**src/rtl/uart_pkg.sv**
```systemverilog
// uart_pkg: shared constants and types for the memory-mapped UART transmitter
package uart_pkg;
    localparam logic [1:0] REG_TXDATA  = 2'd0;
    localparam logic [1:0] REG_STATUS  = 2'd1;
    localparam logic [1:0] REG_BAUDDIV = 2'd2;
    localparam int ST_FULL  = 0;
    localparam int ST_EMPTY = 1;
    localparam int ST_BUSY  = 2;
    localparam int ST_OVF   = 3;
    localparam int ST_CNT   = 8;
    localparam int DATA_BITS = 8;
    localparam int STOP_BITS = 1;
    typedef enum logic [1:0] {IDLE, START, DATA, STOP} state_e;
endpackage

```
**src/rtl/uart_tx_mmio_if.sv**
```systemverilog
// uart_tx_mmio_if: core data-memory bus as seen by the UART
// Signals: r read strobe, w byte-lane write strobes, addr byte address, in write data, out read data
interface uart_tx_mmio_if;
    logic        r;
    logic [3:0]  w;
    logic [31:0] addr;
    logic [31:0] in;
    logic [31:0] out;
    modport master (output r, w, addr, in, input out);
    modport slave  (input r, w, addr, in, output out);
endinterface

```
**src/rtl/sync_fifo.sv**
```systemverilog
// sync_fifo: synchronous FIFO with first-word fall-through head
// Ports: clk, rst_n (async active-low), push_i/data_i write side, pop_i/data_o read side, full_o, empty_o, count_o
module sync_fifo #(
    parameter int WIDTH = 8,
    parameter int DEPTH = 8
) (
    input  logic                   clk,
    input  logic                   rst_n,
    input  logic                   push_i,
    input  logic                   pop_i,
    input  logic [WIDTH-1:0]       data_i,
    output logic [WIDTH-1:0]       data_o,
    output logic                   full_o,
    output logic                   empty_o,
    output logic [$clog2(DEPTH):0] count_o
);
    localparam int AW = $clog2(DEPTH);
    localparam logic [AW:0] ONE = 1;
    logic [WIDTH-1:0] mem_q [DEPTH];
    logic [AW:0]      wr_q, rd_q;
    logic             do_push, do_pop;
    // the extra pointer bit tells a full wrap from empty
    assign empty_o = wr_q == rd_q;
    assign full_o  = wr_q == {~rd_q[AW], rd_q[AW-1:0]};
    assign count_o = wr_q - rd_q;
    assign data_o  = mem_q[rd_q[AW-1:0]];
    assign do_push = push_i && !full_o;
    assign do_pop  = pop_i && !empty_o;
    always_ff @(posedge clk)
        if (do_push) mem_q[wr_q[AW-1:0]] <= data_i;
    always_ff @(posedge clk or negedge rst_n)
        if (!rst_n) begin
            wr_q <= '0;
            rd_q <= '0;
        end else begin
            if (do_push) wr_q <= wr_q + ONE;
            if (do_pop) rd_q <= rd_q + ONE;
        end
endmodule

```
**src/rtl/uart_tx_mmio.sv**
```systemverilog
// uart_tx_mmio: memory-mapped 8N1 UART transmitter with TX FIFO
// Ports: clk, rst_n (async active-low), bus (slave: r, w, addr, in -> out, out combinational), tx (serial out, idle high)
module uart_tx_mmio
    import uart_pkg::*;
#(
    parameter logic [31:0] BASE_ADDR   = 32'h0000_1000,
    parameter int          FIFO_DEPTH  = 8,
    parameter logic [15:0] DEFAULT_DIV = 16'd16
) (
    input  logic          clk,
    input  logic          rst_n,
    uart_tx_mmio_if.slave bus,
    output logic          tx
);
    localparam int CW = $clog2(FIFO_DEPTH) + 1;
    state_e        state_q;
    logic [7:0]    shift_q, head;
    logic [2:0]    idx_q;
    logic [15:0]   cnt_q, div_q, div_d, reload;
    logic          ovf_q, ovf_d, tx_q;
    logic          hit, push, pop, clr, full, empty, bit_end;
    logic [1:0]    sel;
    logic [CW-1:0] count;
    logic [31:0]   status;
    logic          unused_bits;
    assign hit     = bus.addr[31:4] == BASE_ADDR[31:4];
    assign sel     = bus.addr[3:2];
    assign push    = hit && sel == REG_TXDATA && bus.w[0];
    assign clr     = hit && sel == REG_STATUS && bus.w[0] && bus.in[ST_OVF];
    // a divisor of 0 behaves as 1, so the countdown reload saturates at 0
    assign reload  = div_q == 16'd0 ? 16'd0 : div_q - 16'd1;
    assign bit_end = cnt_q == 16'd0;
    assign pop     = !empty && (state_q == IDLE || (state_q == STOP && bit_end));
    // a new overflow wins over a simultaneous clear
    assign ovf_d   = (push && full) || (ovf_q && !clr);
    assign div_d   = hit && sel == REG_BAUDDIV ?
                     {bus.w[1] ? bus.in[15:8] : div_q[15:8], bus.w[0] ? bus.in[7:0] : div_q[7:0]} : div_q;
    assign status  = {20'h0, 4'(count), 4'h0, ovf_q, state_q != IDLE, empty, full};
    assign bus.out = !(bus.r && hit) ? 32'h0 :
                     sel == REG_STATUS ? status :
                     sel == REG_BAUDDIV ? {16'h0, div_q} : 32'h0;
    assign tx          = tx_q;
    assign unused_bits = ^{bus.in[31:16], bus.addr[1:0]};
    sync_fifo #(.WIDTH(8), .DEPTH(FIFO_DEPTH)) u_fifo (
        .clk    (clk),
        .rst_n  (rst_n),
        .push_i (push),
        .pop_i  (pop),
        .data_i (bus.in[7:0]),
        .data_o (head),
        .full_o (full),
        .empty_o(empty),
        .count_o(count)
    );
    // every bit boundary reloads the countdown from the live divisor register
    always_ff @(posedge clk or negedge rst_n) begin
        if (!rst_n) begin
            state_q <= IDLE;
            shift_q <= '0;
            idx_q   <= '0;
            cnt_q   <= '0;
            tx_q    <= 1'b1;
            div_q   <= DEFAULT_DIV;
            ovf_q   <= 1'b0;
        end else begin
            div_q <= div_d;
            ovf_q <= ovf_d;
            unique case (state_q)
                IDLE: if (!empty) begin
                    shift_q <= head;
                    tx_q    <= 1'b0;
                    cnt_q   <= reload;
                    state_q <= START;
                end
                START: if (bit_end) begin
                    tx_q    <= shift_q[0];
                    idx_q   <= '0;
                    cnt_q   <= reload;
                    state_q <= DATA;
                end else cnt_q <= cnt_q - 16'd1;
                DATA: if (bit_end) begin
                    cnt_q <= reload;
                    if (idx_q == 3'(DATA_BITS - 1)) begin
                        tx_q    <= 1'b1;
                        state_q <= STOP;
                    end else begin
                        shift_q <= shift_q >> 1;
                        tx_q    <= shift_q[1];
                        idx_q   <= idx_q + 3'd1;
                    end
                end else cnt_q <= cnt_q - 16'd1;
                STOP: if (bit_end) begin
                    if (!empty) begin
                        shift_q <= head;
                        tx_q    <= 1'b0;
                        cnt_q   <= reload;
                        state_q <= START;
                    end else state_q <= IDLE;
                end else cnt_q <= cnt_q - 16'd1;
            endcase
        end
    end
endmodule

```
**src/flat_wrapper.sv**
```systemverilog
// flat-port wrapper written by rule: the top's interface ports become plain ports
module uart_tx_mmio_flat import uart_pkg::*;
#(
    parameter logic [31:0] BASE_ADDR   = 32'h0000_1000,
    parameter int          FIFO_DEPTH  = 8,
    parameter logic [15:0] DEFAULT_DIV = 16'd16
)
  (clk, rst_n, tx, bus_r, bus_w, bus_addr, bus_in, bus_out);
  uart_tx_mmio_if bus_i ();
  input  logic clk;
  input  logic rst_n;
  output logic tx;
  input wire logic [$bits(bus_i.r)-1:0] bus_r;
  input wire logic [$bits(bus_i.w)-1:0] bus_w;
  input wire logic [$bits(bus_i.addr)-1:0] bus_addr;
  input wire logic [$bits(bus_i.in)-1:0] bus_in;
  output wire logic [$bits(bus_i.out)-1:0] bus_out;
  assign bus_i.r = bus_r;
  assign bus_i.w = bus_w;
  assign bus_i.addr = bus_addr;
  assign bus_i.in = bus_in;
  assign bus_out = bus_i.out;
  uart_tx_mmio #(.BASE_ADDR(BASE_ADDR), .FIFO_DEPTH(FIFO_DEPTH), .DEFAULT_DIV(DEFAULT_DIV)) u_core (.clk(clk), .rst_n(rst_n), .bus(bus_i), .tx(tx));
endmodule
```
**config.mk**
```make
export PLATFORM = sky130hd
export DESIGN_NAME = uart_tx_mmio_flat
export DESIGN_NICKNAME = d
export VERILOG_FILES = /design/src/rtl/uart_pkg.sv /design/src/rtl/uart_tx_mmio_if.sv /design/src/rtl/sync_fifo.sv /design/src/rtl/uart_tx_mmio.sv /design/src/flat_wrapper.sv
export SDC_FILE = /design/constraint.sdc
export NUM_CORES = 1
export LEC_CHECK = 0
export ABC_AREA = 1
export CAP_MARGIN = 20
export CORE_MARGIN = 2
export CORE_UTILIZATION = 60
export DETAILED_ROUTE_END_ITERATION = 8
export GPL_TIMING_DRIVEN = 0
export PLACE_DENSITY = 0.92
export SLEW_MARGIN = 20
export SYNTH_ARGS = -nofsm -noshare
export SYNTH_HDL_FRONTEND = slang
export SYNTH_HIERARCHICAL = 1
export SYNTH_SLANG_ARGS = --single-unit
```
**constraint.sdc**
```tcl
create_clock -name clk -period 3.9 [get_ports clk]
set_input_delay 0.78 -clock clk [delete_from_list [all_inputs] [get_ports clk]]
set_output_delay 0.78 -clock clk [all_outputs]
set_load 0.05 [all_outputs]
```
; ---- Word level (Yosys, flattened, before mapping)
; Memory sizes are Yosys's and may differ from the RTL's.
; Cells that the tools add are included.
[totals]
ff_bits = 55
latchBits = 0
ram_bits = 64
romBits = 0
inputBits = 71
output_inout_bits = 33
word_cells = 97
memories = 1
[memory_table]
columns = name, words, width, read_ports, rd_clocked_by_memory_dff, write_ports, line_no
row1 = u_core.u_fifo.mem_q, 8, 8, 1, 0, 1, sync_fifo.sv:19  ; logic [WIDTH-1:0] mem_q [DEPTH];
[op_classes]
n_addsub = 6
mul = 0
div_mod_pow = 0
magnitude_cmp = 0
n_eq_ne = 15
shifts = 0
mux = 32
bitwise_logic = 1
reduce_logical = 32
[op_table]
columns = cell, n
row1 = 16-bit two-way mux, 5
row2 = 32-bit two-way mux, 2
row3 = 16-bit case mux with 3 select lines, 1
row4 = 16-bit logical NOT, 2
row5 = 8-bit two-way mux, 4
row6 = 16-bit by 1-bit subtractor with 16-bit output (second input constant), 2
row7 = 28-bit by 9-bit == test with 1-bit output (second input constant), 1
row8 = 8-bit case mux with 3 select lines, 1
row9 = 1-bit logical AND, 13
row10 = 2-bit two-way mux, 5
row11 = 3-bit two-way mux, 3
row12 = 4-bit by 1-bit adder with 4-bit output (second input constant), 2
row13 = 4-bit == test, 2
row14 = 1-bit two-way mux, 8
row15 = 2-bit by 1-bit inequality test with 1-bit output (second input constant), 4
row16 = 2-bit case mux with 4 select lines, 1
row17 = 4-bit AND reduction, 2
row18 = 2-bit == test (second input constant), 3
row19 = 3-bit case mux with 2 select lines, 1
row20 = 5-bit AND reduction, 1
row21 = 2-bit by 1-bit == test with 1-bit output (second input constant), 2
row22 = 2-bit logical NOT, 2
row23 = 2-bit inequality test (second input constant), 2
row24 = 1-bit case mux with 4 select lines, 1
row25 = other kinds (11), 16

; ---- Depth between registers and ports, before layout
; Gate-level depths: netlist of run 1.
[logic_depth]
ltp_word = 7
ltp_mapped = 15
ltp_nobuf = 13

; ---- Modules after synthesis
; Netlist of run 1, hierarchy kept.
[modules_own_cells]
columns = mod, instances, cells_each, area_per_inst_um2, seq_area_each_um2
row1 = uart_tx_mmio, 1, 630, 3952.5, 1178.6
row2 = sync_fifo, 1, 370, 3478.3, 2122.0

; ---- Worst setup path after synthesis of run 1
; Ideal clock, no wire load.
[synth_path]
kind = flip-flop to output port
from = register u_core.u_fifo.rd_q[2]
to = output port bus_out[1]
arrival_time_ps = 2492
required_time_ps = 3120
path_slack_ps = 628
stages_incl_launch_ff = 10
path_buffers = 1
cell_sequence = dfrtp_1 -> clkinv_1 -> ha_1 -> nand2_1 -> nor2_4 -> nand2_2 -> inv_1 -> clkbuf_1 -> nand2_1 -> a21oi_1
[synth_between]
elab_chain_cells = 3
[synth_rtl]
columns = item, line_no
row1 = start: declaration, sync_fifo.sv:20  ; logic [AW:0] wr_q, rd_q;
row2 = start signal: assignment, sync_fifo.sv:37  ; if (do_pop) rd_q <= rd_q + ONE;
row3 = 4-bit == test, sync_fifo.sv:23  ; assign empty_o = wr_q == rd_q;
row4 = net u_core.empty, uart_tx_mmio.sv:21  ; logic hit, push, pop, clr, full, empty, bit_end;
row5 = 32-bit two-way mux, uart_tx_mmio.sv:40  ; sel == REG_STATUS ? status :
row6 = 32-bit two-way mux, uart_tx_mmio.sv:39  ; assign bus.out = !(bus.r && hit) ? 32'h0 :
row7 = end: declaration, flat_wrapper.sv:17  ; output wire logic [$bits(bus_i.out)-1:0] bus_out;
; The timed path passes the listed nets, and every way through them passes these cells.

; ---- Final worst setup path of run 1
; Same ends and word-level chain as after synthesis.

==> results of run 1 <==
==> sequential cells by signal (all words and copies together), names as in the netlist <==
name	cells
u_core/shift_q	8
u_core/idx_q	3
u_core/u_fifo/mem_q	64
u_core/ovf_q	1
u_core/u_fifo/wr_q	4
u_core/cnt_q	16
u_core/state_q	2
u_core/u_fifo/rd_q	4
u_core/div_q	16
u_core/tx	1
==> Yosys cell counts (all sizes together), types with 9 or more instances <==
library cell,number
ha,14
o21ai,40
buf,34
dfrtp,53
clkbuf,9
inv,142
nand3,99
nand2,352
a21oi,22
nor2,103
nand4,11
edfxtp,64
xor2,10
==> area by class of cell <==
class                      instances  area, µm²  area share (%)
buffer                            42        294            3.29
clock buffer                      21        460            5.16
clock inverter                    11        101            1.13
inverter                         145        554            6.21
multi-input combinational        708       3340            37.4
sequential                       119       3300            37.0
tap                              168        210            2.35
timing repair buffer              68        667            7.47
==> report_power, final <==
part | switching [mW] | leakage, nW | total (mW) | internal (mW)
clock network | 0.564 | 0.257 | 1.47 | 0.906
registers | 0.00463 | 1.34 | 1.34 | 1.33
logic | 0.181 | 3.07 | 0.287 | 0.106
==> cells by family after synthesis <==
| logic type | after synthesis | synth area share [%] |
|---|---|---|
| compound gates | 82 | 6.50 |
| xor+xnor | 14 | 1.65 |
| fa+ha+maj | 15 | 2.63 |
| buf+inv | 188 | 11.4 |
| flops | 119 | 44.4 |
| other cells | 1 | 0.0505 |
| simple gates | 581 | 33.4 |
==> metrics by stage <==
step / cell area (µm²) / TNS, ns
global placement: 8370 / -1.58
floorplan: 7490 / 0
global route: 8930 / 0
CTS: 8940 / 0
detailed placement: 8390 / -1.94
finish: 8930 / 0
==> placed cells by master (no fill, tap or decap), types with 4 or more instances in the layout <==
cell type | Yosys | final
buf_6 | 6 | 6
nand3_1 | 97 | 97
conb_1 | 1 | 16
o21ai_0 | 36 | 36
xnor2_1 | 4 | 4
nand2_2 | 4 | 4
nand2_4 | 4 | 4
a21oi_1 | 22 | 22
nor3_1 | 7 | 7
o31ai_1 | 5 | 5
edfxtp_1 | 64 | 64
clkbuf_16 | 0 | 17
nand4_1 | 11 | 11
nor2_4 | 5 | 5
dfrtp_1 | 53 | 53
o211ai_1 | 7 | 7
clkbuf_2 | 0 | 9
clkdlybuf4s50_1 | 0 | 50
inv_1 | 138 | 137
nor2_1 | 92 | 92
nor2_2 | 6 | 6
clkinvlp_4 | 0 | 7
dlymetal6s2s_1 | 0 | 6
ha_1 | 14 | 14
clkinv_1 | 3 | 4
xor2_1 | 10 | 10
nand2_1 | 344 | 344
clkbuf_1 | 8 | 9
buf_2 | 7 | 7
buf_4 | 21 | 22
==> routing by layer <==
layer / vias to the layer above / GRT usage [%] / routed length (µm)
met5: - / 0 / 0
met4: 0 / 12.5 / 566
met3: 64 / 6.38 / 1890
met2: 462 / 51.4 / 9660
met1: 3278 / 39.4 / 7760
li1: 3349 / - / -
==> worst max path at each step <==
| stage | start | endpoint | slack, ns | cells after the start |
|---|---|---|---|---|
| after global placement | bus_addr[17] | bus_out[2] | -0.20 | 9 |
| after detailed placement | u_core/u_fifo/rd_q[2] | bus_out[1] | -0.25 | 10 |
| final | u_core/u_fifo/rd_q[2] | bus_out[1] | 0.12 | 9 |
| after floorplan | u_core/u_fifo/rd_q[2] | bus_out[1] | 0.63 | 9 |
| after CTS | u_core/u_fifo/rd_q[2] | bus_out[11] | 0.02 | 10 |
| after global routing | bus_addr[17] | bus_out[1] | 0.007 | 9 |
==> worst register-to-register path: cells and delay by family (launching register included) <==
kind                       cells  cell delay [ns]
buffers and inverters          5             1.53
adders and majority gates      1             0.28
AOI/OAI and AO/OA              1             0.11
DFF                            1             0.45
and+or+nand+nor                6             0.78
==> what timing repair did <==
action | CTS | global route
gates resized for setup | 13 | 25
endpoints found under the setup margin | 10 | 16
setup buffers | 0 | 0
==> flow_summary.yaml, run 1 <==
floorplan:
  die_w_um: 115
  initial_core_util_pct: 61.6
  core_um2: 12100
  core.rowCount: 40
  dieArea_um2: 13300
  io_pins: 104
  dieHeight_um: 115
clock_tree:
  cts_made_buffers: 17
  clkSinkCount: 119
  clk_pin_slew_ns: 0.05
  clk_latency_ns: 0.42
  cts_root_buf: "clkbuf_16"
  cts_buffer_depth: 2
  cts_hold_buffers: 0
  htree_levels: 4
  cts_tree: "built"
setup_path:
  crit_required_ns: 3.12
  rr_startpoint: "u_core/u_fifo/rd_q[1]"
  r2r-end: "u_core/cnt_q[12]"
  cp-start-kind: "flip-flop"
  crit_chain: "clkinvlp_4, ha_1, nand2_1, nor2_4, nand2_2, clkinvlp_4, nand2_1, a21oi_1, clkdlybuf4s15_2"
  slowest_stage: "dfrtp_1"
  path_class: "flip-flop to output port"
  r2r_slack_ns: 0.70
  cp_max_fo: 13
  cp_num_buf_inv: 3
  rr_worst_depth: 13
  path_delay_family: "buffers and inverters"
  critPathArrivalTime_ns: 3.00
  cp-end-kind: "output port"
  max_stage_delay_ns: 0.47
timing:
  worstMarginPinSlew_ns: 0.864
  post-route-period-util_pct: 97.0
  clock.fmax_mhz: 264
  fin_ws_ns: 0.115
  final-hold-violation-count: 0
  setup_violations: 0
  finalClockSkew_ns: 0.00773
  slew_viol_final: 0
  period_needed_ns: 3.78
  slew_headroom_pct: 42.2
  rsz0062_at_grt: "false"
  holdWs_ns: 0.337
routing:
  vias: 7153
  wl_um: 19900
  wire_per_inst_um: 15.5
  dr.first_iter.drc_count: 855
  viasPerCell: 5.58
  firstDrtPassIters: 8
  drtAntennaViolNets: 0
  drc_errors: 0
yosys:
  synth_seq_cells: 119
  ys_types: 47
  synth_largest_area_cell: "edfxtp_1"
  netlist_area_um2: 7430
  synth_warnings: 6
  netlist_top_cells_area: "edfxtp_1, dfrtp_1, nand2_1"
  synth-edff-count: 64
  synth_area_per_cell_um2: 7.43
  synth_seq_area_share_pct: 44.4
  synth_top_area_share_pct: 25.9
  syn_inst: 1000
  async_flop_share_pct: 46.2
  yosys_most_used_dff: "edfxtp_1"
cells_and_area:
  fillers: 862
  area_growth_pct: 20.2
  layout-drive-gt1-share_pct: 10.1
  final_nets: 1187
  diodes: 0
  final_util_pct: 74.0
  layout.cells.non_filler: 1282
placed_design:
  port_buffers: 67
  routabilityCongestion: 1.01
  placed_cells: 1251
  pre_cts_ws_ns: -0.255
  dp.final_hpwl_um: 13700
job:
  max_cap_viol_count: 0
global_route:
  grt_pass1_vias: 6557
  overflow: 0
  antenna_found_initial: 0
  grt_start_max_net_pins: 56
  grt_pass1_wl_um: 31600
  grt_util_all_layers_pct: 30.8
pwr:
  p_per_area_nw_per_um2: 346
  ir_drop_mv: 0.417
  p_leak_nw: 4.67
  p_total_mw: 3.09
worst_hold_path:
  hold_path.class: "input port to asynchronous set/reset pin"
outcome:
  status: "finished, final reports clean"
Note: power is estimated with default switching activity, not from simulation.
==> run 2: changes to the inputs <==
--- a/config.mk
+++ b/config.mk
@@ -12,7 +12,7 @@
 export DETAILED_ROUTE_END_ITERATION = 8
 export GPL_TIMING_DRIVEN = 0
 export PLACE_DENSITY = 0.92
-export SLEW_MARGIN = 20
+export SKIP_LAST_GASP = 1
 export SYNTH_ARGS = -nofsm -noshare
 export SYNTH_HDL_FRONTEND = slang
 export SYNTH_HIERARCHICAL = 1
==> run 2 against run 1 <==
  * Cell count did not move
  * Register-to-register slack worse by 0.03 ns
  * Critical endpoint unchanged
  * Power increased by 5.8%
  * First-iteration DRC count up 3.9%
  * Count of clock-buffer cells in the layout grew 1
  * Design area grew 0.52%
==> flow_summary.yaml, run 2 (same netlist as run 1, synthesis figures left out) <==
timing:
  finalClockSkew_ns: 0.00861
  rsz0062_at_grt: "true"
  fin_ws_ns: 0.114
  slew_viol_final: 0
  final-hold-violation-count: 0
  worstMarginPinSlew_ns: 0.901
  setup_violations: 0
  period_needed_ns: 3.79
  clock.fmax_mhz: 264
  slew_headroom_pct: 39.7
  post-route-period-util_pct: 97.1
  final.setup.tns_ns: 0
clock_tree:
  clk_latency_ns: 0.43
  cts_made_buffers: 17
  cts_root_buf: "clkbuf_16"
  htree_levels: 4
  cts_hold_buffers: 0
  clkSinkCount: 119
  clk_pin_slew_ns: 0.06
  cts_tree: "built"
  cts_buffer_depth: 2
floorplan:
  io_pins: 104
  initial_core_util_pct: 61.6
  die_w_um: 115
  core_um2: 12100
  dieHeight_um: 115
  core.rowCount: 40
  dieArea_um2: 13300
global_route:
  grt_pass1_wl_um: 32500
  grt_pass1_vias: 6608
  grt_util_all_layers_pct: 31.9
  grt_start_max_net_pins: 38
  overflow: 0
  antenna_found_initial: 0
setup_path:
  crit_chain: "clkinv_1, ha_1, nand2_1, nor2_4, nand2_2, clkinvlp_4, nand2_1, a21oi_1, clkbuf_2"
  crit_required_ns: 3.12
  critPathArrivalTime_ns: 3.01
  slowest_stage: "ha_1"
  cp_max_fo: 13
  max_stage_delay_ns: 0.49
  path_class: "flip-flop to output port"
  cp_common_cell: "nand2_1"
  cp-end-kind: "output port"
  cp-start-kind: "flip-flop"
cells_and_area:
  layout_commonest_cell: "nand2_1"
  most-common-layout-cells: "nand2_1, inv_1, nand3_1"
  layout-drive-gt1-share_pct: 10.3
  diodes: 0
  final_nets: 1187
  area_growth_pct: 20.8
  largest_reg_flops: 64
  final_area_um2: 8980
  final_util_pct: 74.4
placed_design:
  routabilityCongestion: 1.01
  port_buffers: 67
  dpl_cell_area_um2: 8380
  dp.final_hpwl_um: 13700
  pre_cts_ws_ns: -0.264
pwr:
  ir_drop_mv: 0.460
  p_sw_uw: 763
  internal-power_mw: 2.51
  p_leak_nw: 4.71
  swShare_pct: 23.3
  power_frac_seq_pct: 40.8
  clkPwrFrac_pct: 50.4
  power_frac_comb_pct: 8.8
  p_per_area_nw_per_um2: 365
routing:
  viasPerCell: 5.55
  vias: 7118
  wl_um: 20200
  drc_errors: 0
  drtAntennaViolNets: 0
  dr.first_iter.drc_count: 888
  wire_per_inst_um: 15.8
  firstDrtPassIters: 7
worst_hold_path:
  hold_path.class: "input port to asynchronous set/reset pin"
job:
  max_cap_viol_count: 0
outcome:
  status: "finished, final reports clean"
run 2: changes by cell type in the layout (fill, tap and decap cells not counted):
cell,change
buf_16,-1
clkinvlp_4,-3
buf_2,+1
buf_12,+1
bufinv_16,+2
clkbuf_8,+2
clkinv_2,+1
clkbuf_1,-1
clkinv_1,-1
clkbuf_2,+1
buf_4,-1
clkdlybuf4s15_2,-1
run 2: final timing paths:
path / slack [ns] / end / cells after the start / from
worst max-delay path: 0.11 / bus_out[1] / 9 / u_core/u_fifo/rd_q[2]
worst min-delay path: 0.30 / u_core/idx_q[1] / 1 / rst_n
worst max register to register: 0.67 / u_core/cnt_q[2] / 14 / u_core/u_fifo/rd_q[2]
worst min register to register: 0.47 / u_core/tx / 2 / u_core/tx
max in group asynchronous: 2.97 / u_core/div_q[4] / 2 / rst_n
min in group clk: 0.47 / u_core/tx / 2 / u_core/tx
run 2: layout make-up:
class,instances,area (µm²)
Multi-Input combinational cell,708,3340
Sequential cell,119,3300
Fill cell,845,3090
Timing Repair Buffer,68,651
Inverter,145,551
Clock buffer,22,484
Buffer,42,294
Tap cell,168,210
Clock inverter,10,144
run 2: worst max-delay path, delay by kind of cell (launching register included):
family | cells | cell delay (ns)
compound gates | 1 | 0.21
fa+ha+maj | 1 | 0.49
buf+inv | 3 | 0.93
flops | 1 | 0.42
simple gates | 4 | 0.52
run 2: metal layers:
| metal | GRT usage [%] | wire length, µm | share of wire, % | up-vias |
|---|---|---|---|---|
| met5 | 0 | 0 | 0 | - |
| met4 | 16.1 | 763 | 3.8 | 0 |
| li1 | - | - | - | 3353 |
| met2 | 51.7 | 9660 | 48 | 471 |
| met3 | 7.17 | 1970 | 9.8 | 83 |
| met1 | 40.4 | 7800 | 39 | 3211 |
run 2: stage by stage:
step	std cells	total power [mW]	hold slack, ns
floorplan	1015	1.53	0.452
global placement	1250	1.63	0.449
detailed placement	1251	1.64	0.459
CTS	1282	3.27	0.311
global route	1282	3.36	0.334
finish	1282	3.27	0.298
run 2: power by group through the flow:
stage	Sequential [mW]	Clock (mW)	Combinational, mW
finish	1.34	1.65	0.288
global route	1.34	1.71	0.311
CTS	1.34	1.65	0.282
detailed placement	1.36	0	0.278
global placement	1.36	0	0.272
floorplan	1.36	0	0.169
run 2: repair_timing:
action                                 CTS  global route
gates resized for setup                 10            27
setup endpoints to repair               10            16
endpoints found under the hold margin    0             0
buffers inserted                         0             0
